[config.mk]
export PLATFORM = sky130hd
export DESIGN_NAME = mux_rr_arbiter
export DESIGN_NICKNAME = d
export VERILOG_FILES = /design/src/rtl/mux_arb_pkg.sv /design/src/rtl/rr_pick4.sv /design/src/rtl/mux_rr_arbiter.sv
export SDC_FILE = /design/constraint.sdc
export NUM_CORES = 1
export LEC_CHECK = 0
export CORE_MARGIN = 2
export CORE_UTILIZATION = 50
export CTS_CLUSTER_DIAMETER = 200
export DETAILED_ROUTE_END_ITERATION = 6
export PLACE_DENSITY = 0.75
export SYNTH_ARGS = -nofsm -noshare
export SYNTH_HDL_FRONTEND = slang
export SYNTH_SLANG_ARGS = --single-unit
[constraint.sdc]
create_clock -name clk -period 2.11 [get_ports clk]
set_input_delay 0.422 -clock clk [delete_from_list [all_inputs] [get_ports clk]]
set_output_delay 0.422 -clock clk [all_outputs]
set_load 0.05 [all_outputs]
[src/rtl/mux_arb_pkg.sv]
// Shared definitions for the round-robin mux arbiter: state encoding, requester
// count and select width, plus a one-hot decode helper.
package mux_arb_pkg;

  localparam int NUM_REQ = 4;
  localparam int SEL_W   = 2;

  typedef enum logic {
    ST_IDLE = 1'b0,
    ST_OWN  = 1'b1
  } state_e;

  function automatic logic [NUM_REQ-1:0] onehot(input logic [SEL_W-1:0] idx);
    logic [NUM_REQ-1:0] v;
    v      = '0;
    v[idx] = 1'b1;
    return v;
  endfunction

endpackage

[src/rtl/rr_pick4.sv]
// Rotating-priority search over four requests: the first set bit at or after
// ptr+1 (wrapping, ptr itself checked last) wins.
module rr_pick4
  import mux_arb_pkg::*;
(
  input  logic [NUM_REQ-1:0] req,
  input  logic [SEL_W-1:0]   ptr,
  output logic               found,
  output logic [SEL_W-1:0]   idx
);

  logic [SEL_W-1:0] cand;

  always_comb begin
    found = 1'b0;
    idx   = ptr;
    cand  = ptr;
    for (int i = 1; i <= NUM_REQ; i++) begin
      cand = ptr + SEL_W'(i);
      if (!found && req[cand]) begin
        found = 1'b1;
        idx   = cand;
      end
    end
  end

endmodule

[src/rtl/mux_rr_arbiter.sv]
// Round-robin arbiter steering one shared 4:1 mux. Grants are held while the
// owner keeps requesting, with forced rotation after HOLD_MAX cycles of contention.
module mux_rr_arbiter
  import mux_arb_pkg::*;
#(
  parameter int HOLD_MAX = 8,
  parameter int CNT_W    = 8
) (
  input  logic       clk,
  input  logic       rst,
  input  logic [3:0] req,
  output logic [3:0] grant,
  output logic [1:0] select,
  output logic       busy,
  output logic       forced
);

  state_e             state_q, state_d;
  logic [SEL_W-1:0]   ptr_q, ptr_d;
  logic [CNT_W-1:0]   cnt_q, cnt_d;
  logic [NUM_REQ-1:0] grant_q, grant_d;
  logic [SEL_W-1:0]   select_q, select_d;
  logic               busy_q, busy_d;
  logic               forced_q, forced_d;

  logic [NUM_REQ-1:0] pick_req;
  logic               pick_found;
  logic [SEL_W-1:0]   pick_idx;
  logic               hold_full;

  // While owning, the owner is masked so the search yields the next winner after it.
  assign pick_req  = (state_q == ST_OWN) ? (req & ~onehot(ptr_q)) : req;
  assign hold_full = (cnt_q == CNT_W'(HOLD_MAX));

  rr_pick4 u_pick (
    .req   (pick_req),
    .ptr   (ptr_q),
    .found (pick_found),
    .idx   (pick_idx)
  );

  always_comb begin
    state_d  = state_q;
    ptr_d    = ptr_q;
    cnt_d    = cnt_q;
    grant_d  = grant_q;
    select_d = select_q;
    busy_d   = busy_q;
    forced_d = 1'b0;

    unique case (state_q)
      ST_IDLE: begin
        if (pick_found) begin
          state_d  = ST_OWN;
          ptr_d    = pick_idx;
          cnt_d    = CNT_W'(1);
          grant_d  = onehot(pick_idx);
          select_d = pick_idx;
          busy_d   = 1'b1;
        end
      end
      ST_OWN: begin
        if (req[ptr_q]) begin
          if (pick_found && hold_full) begin
            ptr_d    = pick_idx;
            cnt_d    = CNT_W'(1);
            grant_d  = onehot(pick_idx);
            select_d = pick_idx;
            forced_d = 1'b1;
          end else if (!hold_full) begin
            cnt_d = cnt_q + CNT_W'(1);
          end
        end else if (pick_found) begin
          // Voluntary release, even if the hold limit was reached this cycle.
          ptr_d    = pick_idx;
          cnt_d    = CNT_W'(1);
          grant_d  = onehot(pick_idx);
          select_d = pick_idx;
        end else begin
          state_d = ST_IDLE;
          cnt_d   = '0;
          grant_d = '0;
          busy_d  = 1'b0;
        end
      end
      default: state_d = ST_IDLE;
    endcase
  end

  always_ff @(posedge clk or posedge rst) begin
    if (rst) begin
      state_q  <= ST_IDLE;
      ptr_q    <= 2'b11;
      cnt_q    <= '0;
      grant_q  <= '0;
      select_q <= 2'b00;
      busy_q   <= 1'b0;
      forced_q <= 1'b0;
    end else begin
      state_q  <= state_d;
      ptr_q    <= ptr_d;
      cnt_q    <= cnt_d;
      grant_q  <= grant_d;
      select_q <= select_d;
      busy_q   <= busy_d;
      forced_q <= forced_d;
    end
  end

  assign grant  = grant_q;
  assign select = select_q;
  assign busy   = busy_q;
  assign forced = forced_q;

endmodule
==> results of run 1 <==
how the worst max path moves through the flow:
| stage | from | end | slack [ns] | cells past startpoint |
|---|---|---|---|---|
| floorplan | ptr_q[1]$_DFFE_PP1P_ | select[1]$_DFFE_PP0P_ | 0.008 | 5 |
| global placement | req[3] | select[1]$_DFFE_PP0P_ | -0.28 | 6 |
| detailed placement | req[3] | select[1]$_DFFE_PP0P_ | -0.31 | 6 |
| CTS | ptr_q[1]$_DFFE_PP1P_ | grant[0]$_DFFE_PP0P_ | -0.006 | 9 |
| global route | ptr_q[1]$_DFFE_PP1P_ | grant[2]$_DFFE_PP0P_ | -0.09 | 8 |
| finish | ptr_q[1]$_DFFE_PP1P_ | select[1]$_DFFE_PP0P_ | -0.05 | 5 |
state kept, by name (all words and copies together), names as in the netlist:
register / flops
state_q: 1
forced: 1
grant: 4
ptr_q: 2
select: 2
busy: 1
cnt_q: 8
what timing repair did:
action                     4_1_cts  5_1_grt
setup buffers                    0        3
resized for setup               11       28
pin swaps                        1        6
setup endpoints to repair       14       16
critical path: stages (launching register included):
cell	delay, ns
dfstp_2	0.62
mux4_2	0.57
and2_2	0.24
and2_4	0.19
nor2_4	0.09
mux2_2	0.34
cell usage in the layout, fill, tap and decap left out, types with 2 or more instances in the layout:
cell type / netlist / layout
a21oi_1: 6 / 6
and2_2: 3 / 3
buf_4: 0 / 25
buf_6: 1 / 3
clkbuf_4: 0 / 3
clkdlybuf4s50_1: 0 / 12
dfrtp_1: 17 / 17
dfstp_2: 2 / 2
ha_1: 6 / 4
ha_4: 0 / 2
inv_1: 8 / 6
mux2_4: 0 / 2
mux2i_1: 4 / 2
nand2_1: 14 / 12
nand3_1: 4 / 3
nor2_1: 19 / 16
nor2_2: 0 / 2
nor2_4: 1 / 2
nor3_1: 4 / 4
o21ai_0: 6 / 3
o21ai_1: 1 / 3
o2bb2ai_1: 2 / 2
xnor2_1: 3 / 3
xor2_1: 2 / 2
metrics by stage:
step	hold slack, ns	total power (W)	cells	setup TNS (ns)
detailed placement	0.492	0.00230	196	-4.55
floorplan	0.372	0.00171	132	0
CTS	0.431	0.00267	200	-0.00551
global placement	0.475	0.00223	196	-3.74
global route	0.460	0.00315	203	-0.804
finish	0.429	0.00297	203	-0.157
metal layers:
layer  up-vias  wire, um  global-route usage
met3        10       202              0.0710
met1       577      1360               0.274
li1        551         -                   -
met2        42      1710               0.440
met4         0        58              0.0292
met5         -         0                   0
kinds of logic after synthesis:
kind of cell | count (synthesis)
simple gates | 53
compound gates | 29
flops | 19
buf+inv | 12
mux | 8
fa+ha+maj | 6
xor+xnor | 5
power by group through the flow:
stage / Clock [W] / Sequential [W] / Combinational (W)
after floorplan: 0 / 0.000779 / 0.000927
after global placement: 0 / 0.000594 / 0.00163
after detailed placement: 0 / 0.000602 / 0.00170
after CTS: 0.000191 / 0.000596 / 0.00188
after global routing: 0.000202 / 0.000625 / 0.00232
final: 0.000181 / 0.000612 / 0.00218
final cells by class:
| cell class | instances | area [um2] |
|---|---|---|
| Tap cell | 30 | 37.5 |
| Multi-Input combinational cell | 101 | 871 |
| Inverter | 8 | 32.5 |
| Timing Repair Buffer | 41 | 354 |
| Clock buffer | 4 | 26.3 |
| Fill cell | 164 | 633 |
| Sequential cell | 19 | 478 |
==> impl_metrics.prom, run 1 <==
# TYPE chip_impl_metric gauge
chip_impl_info{name="result_of_the_run",value="complete, but fails checks"} 1
chip_impl_info{name="violations",value="negative setup slack"} 1
chip_impl_metric{name="route.detailed.drc",unit=""} 0
chip_impl_metric{name="row_count",unit=""} 18
chip_impl_metric{name="pwr-share-clk",unit=""} 0.061
chip_impl_metric{name="post_synth_arst_share",unit=""} 1.00
chip_impl_info{name="synth.top_cells.by_area",value="dfrtp_1 (34%), ha_1 (5.9%), nor2_1 (5.6%), dfstp_2 (4.2%), nand2_1 (4.2%)"} 1
chip_impl_metric{name="p_switching",unit="W"} 0.00138
chip_impl_metric{name="antenna_cells_inserted",unit=""} 0
chip_impl_info{name="worstReg2RegEnd",value="select[1]$_DFFE_PP0P_"} 1
chip_impl_metric{name="synthesized_area_fraction_occupied_by_and_or_nand_nor_cells",unit=""} 0.233
chip_impl_metric{name="detailedRoute.firstPassIterationCount",unit=""} 4
chip_impl_metric{name="grt_pass1_vias",unit=""} 1141
chip_impl_metric{name="drt_first_iter_violations",unit=""} 21
chip_impl_metric{name="cts_inserted_buffers",unit=""} 3
chip_impl_metric{name="crit_arrival",unit="ns"} 2.34
chip_impl_metric{name="cts-hold-fix-buffers",unit=""} 0
chip_impl_info{name="synth.most_common_cell",value="nor2_1"} 1
chip_impl_metric{name="critical_path_peak_fanout",unit=""} 4
chip_impl_metric{name="post_synth_mux_area_share",unit=""} 0.0763
chip_impl_metric{name="worst_pin_slew",unit="ns"} 0.515
chip_impl_metric{name="netlist_instances",unit=""} 132
chip_impl_info{name="rsz_0062_raised_after_global_routing",value="true"} 1
chip_impl_metric{name="timing.final.setup_violations",unit=""} 5
chip_impl_metric{name="finalCriticalPeriod",unit="ns"} 2.16
chip_impl_metric{name="place_ws",unit="ns"} -0.313
chip_impl_metric{name="grt_util_all_layers",unit=""} 0.237
chip_impl_metric{name="cap_violations",unit=""} 0
chip_impl_metric{name="cp_data_required_time",unit="ns"} 2.29
chip_impl_metric{name="effective_utilization_at_floorplan",unit=""} 0.519
chip_impl_metric{name="ys.warnings.count",unit=""} 0
chip_impl_metric{name="post_synth_edffs",unit=""} 0
chip_impl_info{name="critPathCaptureType",value="flop"} 1
chip_impl_metric{name="max_freq",unit="GHz"} 0.464
chip_impl_info{name="regToRegStartpoint",value="ptr_q[1]$_DFFE_PP1P_"} 1
chip_impl_metric{name="synth_xor_xnor_area_share",unit=""} 0.0347
chip_impl_metric{name="worst_clock_skew",unit="ns"} 0.0103
chip_impl_metric{name="placedInstanceArea",unit="mm2"} 0.00158
chip_impl_metric{name="wire_length_of_the_first_global_routing_pass",unit="mm"} 5.05
chip_impl_metric{name="leakage_dissipation",unit="nW"} 0.790
chip_impl_metric{name="grt_max_degree",unit=""} 20
chip_impl_metric{name="dieArea",unit="mm2"} 0.00294
chip_impl_metric{name="hpwl",unit="mm"} 2.24
chip_impl_metric{name="worstSkewPairLatency",unit="ns"} 0.30
chip_impl_metric{name="path_clk_slew",unit="ns"} 0.11
chip_impl_metric{name="maxSlewViolCount",unit=""} 0
chip_impl_metric{name="synthDominantCellAreaShare",unit=""} 0.337
chip_impl_metric{name="timing.reg2reg.setup_slack",unit="ns"} -0.05
chip_impl_metric{name="ys_seq_elements",unit=""} 19
chip_impl_metric{name="synthesis.nets",unit=""} 144
chip_impl_metric{name="synth_fa_ha_area_frac",unit=""} 0.0595
chip_impl_info{name="worst_hold_path_type",value="in2async"} 1
chip_impl_metric{name="wire_per_inst",unit="um"} 16.4
chip_impl_metric{name="globalRouteOverflowTotal",unit=""} 0
chip_impl_metric{name="slew_hr",unit=""} 0.656
chip_impl_metric{name="cts.sinks",unit=""} 19
chip_impl_info{name="synth_top_family_by_area",value="simple AND/OR/NAND/NOR gates"} 1
chip_impl_metric{name="synthesis.area_per_instance",unit="um2"} 9.56
chip_impl_metric{name="worst_ir_drop_vdd",unit="mV"} 1.27
chip_impl_metric{name="post_synth_num_cell_types",unit=""} 42
chip_impl_metric{name="clock_tree.htree_level_count",unit=""} 1
chip_impl_metric{name="cts_max_path_buffers",unit=""} 2
chip_impl_metric{name="die_height",unit="um"} 54.3
chip_impl_info{name="critical_path_class",value="reg2reg"} 1
chip_impl_metric{name="synth-compound-area-share",unit=""} 0.167
chip_impl_metric{name="route.detailed.vias_per_inst",unit=""} 5.81
chip_impl_metric{name="internal_power",unit="W"} 0.00159
chip_impl_metric{name="core_area",unit="mm2"} 0.00243
chip_impl_metric{name="switching_share",unit=""} 0.464
chip_impl_info{name="cts_tree",value="yes"} 1
chip_impl_metric{name="antenna_violations_before_repair",unit=""} 0
chip_impl_metric{name="power_frac_seq",unit=""} 0.206
chip_impl_metric{name="layout.nets",unit=""} 186
chip_impl_metric{name="sequential_element_share_of_the_synthesized_area",unit=""} 0.379
chip_impl_metric{name="setup_slack",unit="ns"} -0.0463
chip_impl_info{name="synth_commonest_cells",value="nor2_1 (19), dfrtp_1 (17), nand2_1 (14), inv_1 (8)"} 1
chip_impl_metric{name="worst-r2r-cell-count",unit=""} 5
chip_impl_info{name="cts-root-buf",value="clkbuf_4"} 1
chip_impl_metric{name="power-per-cell-area",unit="mW/mm2"} 1650
chip_impl_metric{name="fin_area",unit="mm2"} 0.00180
chip_impl_metric{name="ant_nets",unit=""} 0
chip_impl_metric{name="fin_util",unit=""} 0.740
chip_impl_metric{name="floorplan.die.width",unit="um"} 54.3
chip_impl_metric{name="routed-via-count",unit=""} 1180
chip_impl_metric{name="fin_crit_sh",unit=""} 1.02
chip_impl_metric{name="boundaryPins",unit=""} 14
chip_impl_metric{name="final_hold_viol_count",unit=""} 0
chip_impl_metric{name="layout-area-overhead-vs-synth",unit="%"} 42.5
chip_impl_metric{name="p_comb_frac",unit=""} 0.733
chip_impl_metric{name="numPortBuffers",unit=""} 13
chip_impl_metric{name="drive_gt1_frac",unit=""} 0.393
chip_impl_metric{name="syn-cell-area",unit="mm2"} 0.00126
chip_impl_info{name="crit_path_start_kind",value="flop"} 1
chip_impl_metric{name="gp_congestion",unit=""} 0.895
chip_impl_metric{name="wirelength",unit="mm"} 3.33
chip_impl_info{name="synth.largest_area_cell",value="dfrtp_1"} 1
chip_impl_info{name="synthFlopType",value="dfrtp_1"} 1
Note: power is estimated with default switching activity, not from simulation.
==> run 2: changes to the inputs <==
Settings changed: PLACE_DENSITY 0.75 to not set, PLACE_DENSITY_LB_ADDON set to 0.3.
==> run 2 against run 1 <==
Against the previous run: the run still ends with negative setup slack left; clock power grew 8%; highest routed layer unchanged; final cell count increased by 1.5%; sequential power decreased by 1%; worst hold slack gained 0.084 ns; critical path type unchanged; flip-flop and latch count unchanged; via count increased by 0.85%; utilization increased by 1.0 points; setup slack better by 0.0068 ns; sequential share of layout area decreased by 0.36 points; combinational power barely moved; power grew 0.50%; critical endpoint unchanged; final area grew 1.4%; largest cell class unchanged.
==> impl_metrics.prom, run 2 (synthesis results as in run 1) <==
# TYPE chip_impl_metric gauge
chip_impl_metric{name="dieArea",unit="mm2"} 0.00294
chip_impl_info{name="rsz_0062_raised_after_global_routing",value="true"} 1
chip_impl_metric{name="globalRouteOverflowTotal",unit=""} 0
chip_impl_metric{name="largest_reg_flops",unit=""} 8
chip_impl_metric{name="core_area",unit="mm2"} 0.00243
chip_impl_metric{name="layout.filler_cells",unit=""} 149
chip_impl_metric{name="route.detailed.drc",unit=""} 0
chip_impl_metric{name="worst_pin_slew",unit="ns"} 0.733
chip_impl_metric{name="row_count",unit=""} 18
chip_impl_metric{name="gp_congestion",unit=""} 0.880
chip_impl_metric{name="setup_slack",unit="ns"} -0.0395
chip_impl_metric{name="boundaryPins",unit=""} 14
chip_impl_metric{name="worst_ir_drop_vdd",unit="mV"} 1.44
chip_impl_metric{name="grt_pass1_vias",unit=""} 1112
chip_impl_metric{name="wirelength",unit="mm"} 3.37
chip_impl_metric{name="cts_inserted_buffers",unit=""} 3
chip_impl_metric{name="hpwl",unit="mm"} 2.14
chip_impl_metric{name="drive_gt1_frac",unit=""} 0.426
chip_impl_metric{name="layout-area-overhead-vs-synth",unit="%"} 44.5
chip_impl_info{name="crit_path_start_kind",value="flop"} 1
chip_impl_info{name="registers.top_by_ff_count",value="cnt_q"} 1
chip_impl_metric{name="cts.sinks",unit=""} 19
chip_impl_metric{name="finalCriticalPeriod",unit="ns"} 2.15
chip_impl_metric{name="leakage_dissipation",unit="nW"} 0.799
chip_impl_info{name="result_of_the_run",value="complete, but fails checks"} 1
chip_impl_metric{name="routed-via-count",unit=""} 1190
chip_impl_info{name="cts-root-buf",value="clkbuf_4"} 1
chip_impl_metric{name="layout.nets",unit=""} 189
chip_impl_metric{name="grt_max_degree",unit=""} 20
chip_impl_info{name="critPathCaptureType",value="flop"} 1
chip_impl_metric{name="max_freq",unit="GHz"} 0.465
chip_impl_metric{name="cts-hold-fix-buffers",unit=""} 0
chip_impl_metric{name="worstSkewPairLatency",unit="ns"} 0.31
chip_impl_metric{name="die_height",unit="um"} 54.3
chip_impl_info{name="cts_tree",value="yes"} 1
chip_impl_metric{name="critical_path_peak_fanout",unit=""} 6
chip_impl_metric{name="clock_tree.htree_level_count",unit=""} 1
chip_impl_metric{name="fin_crit_sh",unit=""} 1.02
chip_impl_info{name="violations",value="negative setup slack"} 1
chip_impl_metric{name="ant_nets",unit=""} 0
chip_impl_metric{name="place_ws",unit="ns"} -0.288
chip_impl_metric{name="route.detailed.vias_per_inst",unit=""} 5.78
chip_impl_metric{name="maxSlewViolCount",unit=""} 0
chip_impl_metric{name="placedInstanceArea",unit="mm2"} 0.00159
chip_impl_metric{name="final_hold_viol_count",unit=""} 0
chip_impl_metric{name="power-per-cell-area",unit="mW/mm2"} 1640
chip_impl_metric{name="crit_arrival",unit="ns"} 2.36
chip_impl_info{name="critical_path_class",value="reg2reg"} 1
chip_impl_metric{name="floorplan.die.width",unit="um"} 54.3
chip_impl_info{name="most_common_cell_after_layout_fill_and_taps_aside",value="buf_4"} 1
chip_impl_metric{name="worst_clock_skew",unit="ns"} 0.0123
chip_impl_metric{name="path_clk_slew",unit="ns"} 0.12
chip_impl_metric{name="slew_hr",unit=""} 0.511
chip_impl_metric{name="wire_per_inst",unit="um"} 16.4
chip_impl_metric{name="detailedRoute.firstPassIterationCount",unit=""} 4
chip_impl_info{name="worst_hold_path_type",value="reg2reg"} 1
chip_impl_metric{name="numPortBuffers",unit=""} 13
chip_impl_metric{name="timing.final.setup_violations",unit=""} 6
chip_impl_metric{name="wire_length_of_the_first_global_routing_pass",unit="mm"} 5.10
chip_impl_metric{name="antenna_violations_before_repair",unit=""} 0
chip_impl_metric{name="effective_utilization_at_floorplan",unit=""} 0.519
chip_impl_metric{name="cp_data_required_time",unit="ns"} 2.32
chip_impl_metric{name="cts_max_path_buffers",unit=""} 2
chip_impl_metric{name="antenna_cells_inserted",unit=""} 0
chip_impl_metric{name="drt_first_iter_violations",unit=""} 29
chip_impl_info{name="most-common-layout-cells",value="buf_4 (28), nor2_1 (17), dfrtp_1 (17), clkdlybuf4s50_1 (13), nand2_1 (11)"} 1
chip_impl_metric{name="cap_violations",unit=""} 0
chip_impl_metric{name="fin_area",unit="mm2"} 0.00182
chip_impl_metric{name="grt_util_all_layers",unit=""} 0.242
-- run 2: repair_timing --
item,CTS,global route
resized for setup,11,26
setup buffers,2,4
pin swaps,8,13
endpoints found under the setup margin,9,17
-- run 2: worst max-delay path: stages, from the launching register on --
cell and delay [ns]:
dfstp_2 0.62, buf_6 0.14, ha_4 0.12, nand2_2 0.05, a32oi_2 0.22, o21ai_1 0.13
a22oi_1 0.24, o31ai_2 0.12, buf_4 0.17, mux2_2 0.26
-- run 2: power by group --
group,switching (W),internal (W)
combinational,0.00114,0.00105
sequential,0.000110,0.000495
clock,0.000123,0.0000722
-- run 2: per-stage QoR --
stage	util	TNS, ns	hold WS (ns)	cells	total power, W
final	0.750	-0.103	0.513	206	0.00298
after global routing	0.750	-0.959	0.550	206	0.00316
after CTS	0.693	-0.0110	0.522	202	0.00265
after detailed placement	0.654	-3.73	0.490	197	0.00234
after global placement	0.654	-2.70	0.475	197	0.00229
after floorplan	-	0	0.372	132	0.00171
-- run 2: worst paths after layout --
check                                           from               endpoint  slack, ns  cells after the start
worst max-delay path            ptr_q[1]$_DFFE_PP1P_  select[1]$_DFFE_PP0P_      -0.04                      9
worst min-delay path            grant[3]$_DFFE_PP0P_   grant[3]$_DFFE_PP0P_       0.51                      1
worst max register to register  ptr_q[1]$_DFFE_PP1P_  select[1]$_DFFE_PP0P_      -0.04                      9
worst min register to register  grant[3]$_DFFE_PP0P_   grant[3]$_DFFE_PP0P_       0.51                      1
max in group asynchronous                        rst   cnt_q[6]$_DFFE_PP0P_       1.09                      2
min in group asynchronous                        rst   grant[1]$_DFFE_PP0P_       0.55                      2
-- run 2: layout make-up --
class                      count  area, um2  share of cell area
clock buffer                   3       22.5              0.0123
clock inverter                 1       7.51             0.00412
inverter                       8       30.0              0.0165
multi-input combinational    101        871               0.477
sequential                    19        478               0.262
tap                           30       37.5              0.0206
timing repair buffer          44        378               0.207
-- run 2: per-layer routing --
layer  global-route usage  part of all wire  vias up
li1                     -                 -      555
met1                0.319              0.44      593
met2                0.402              0.50       36
met3               0.0656             0.050        6
met4               0.0458            0.0095        0
met5                    0                 0        -
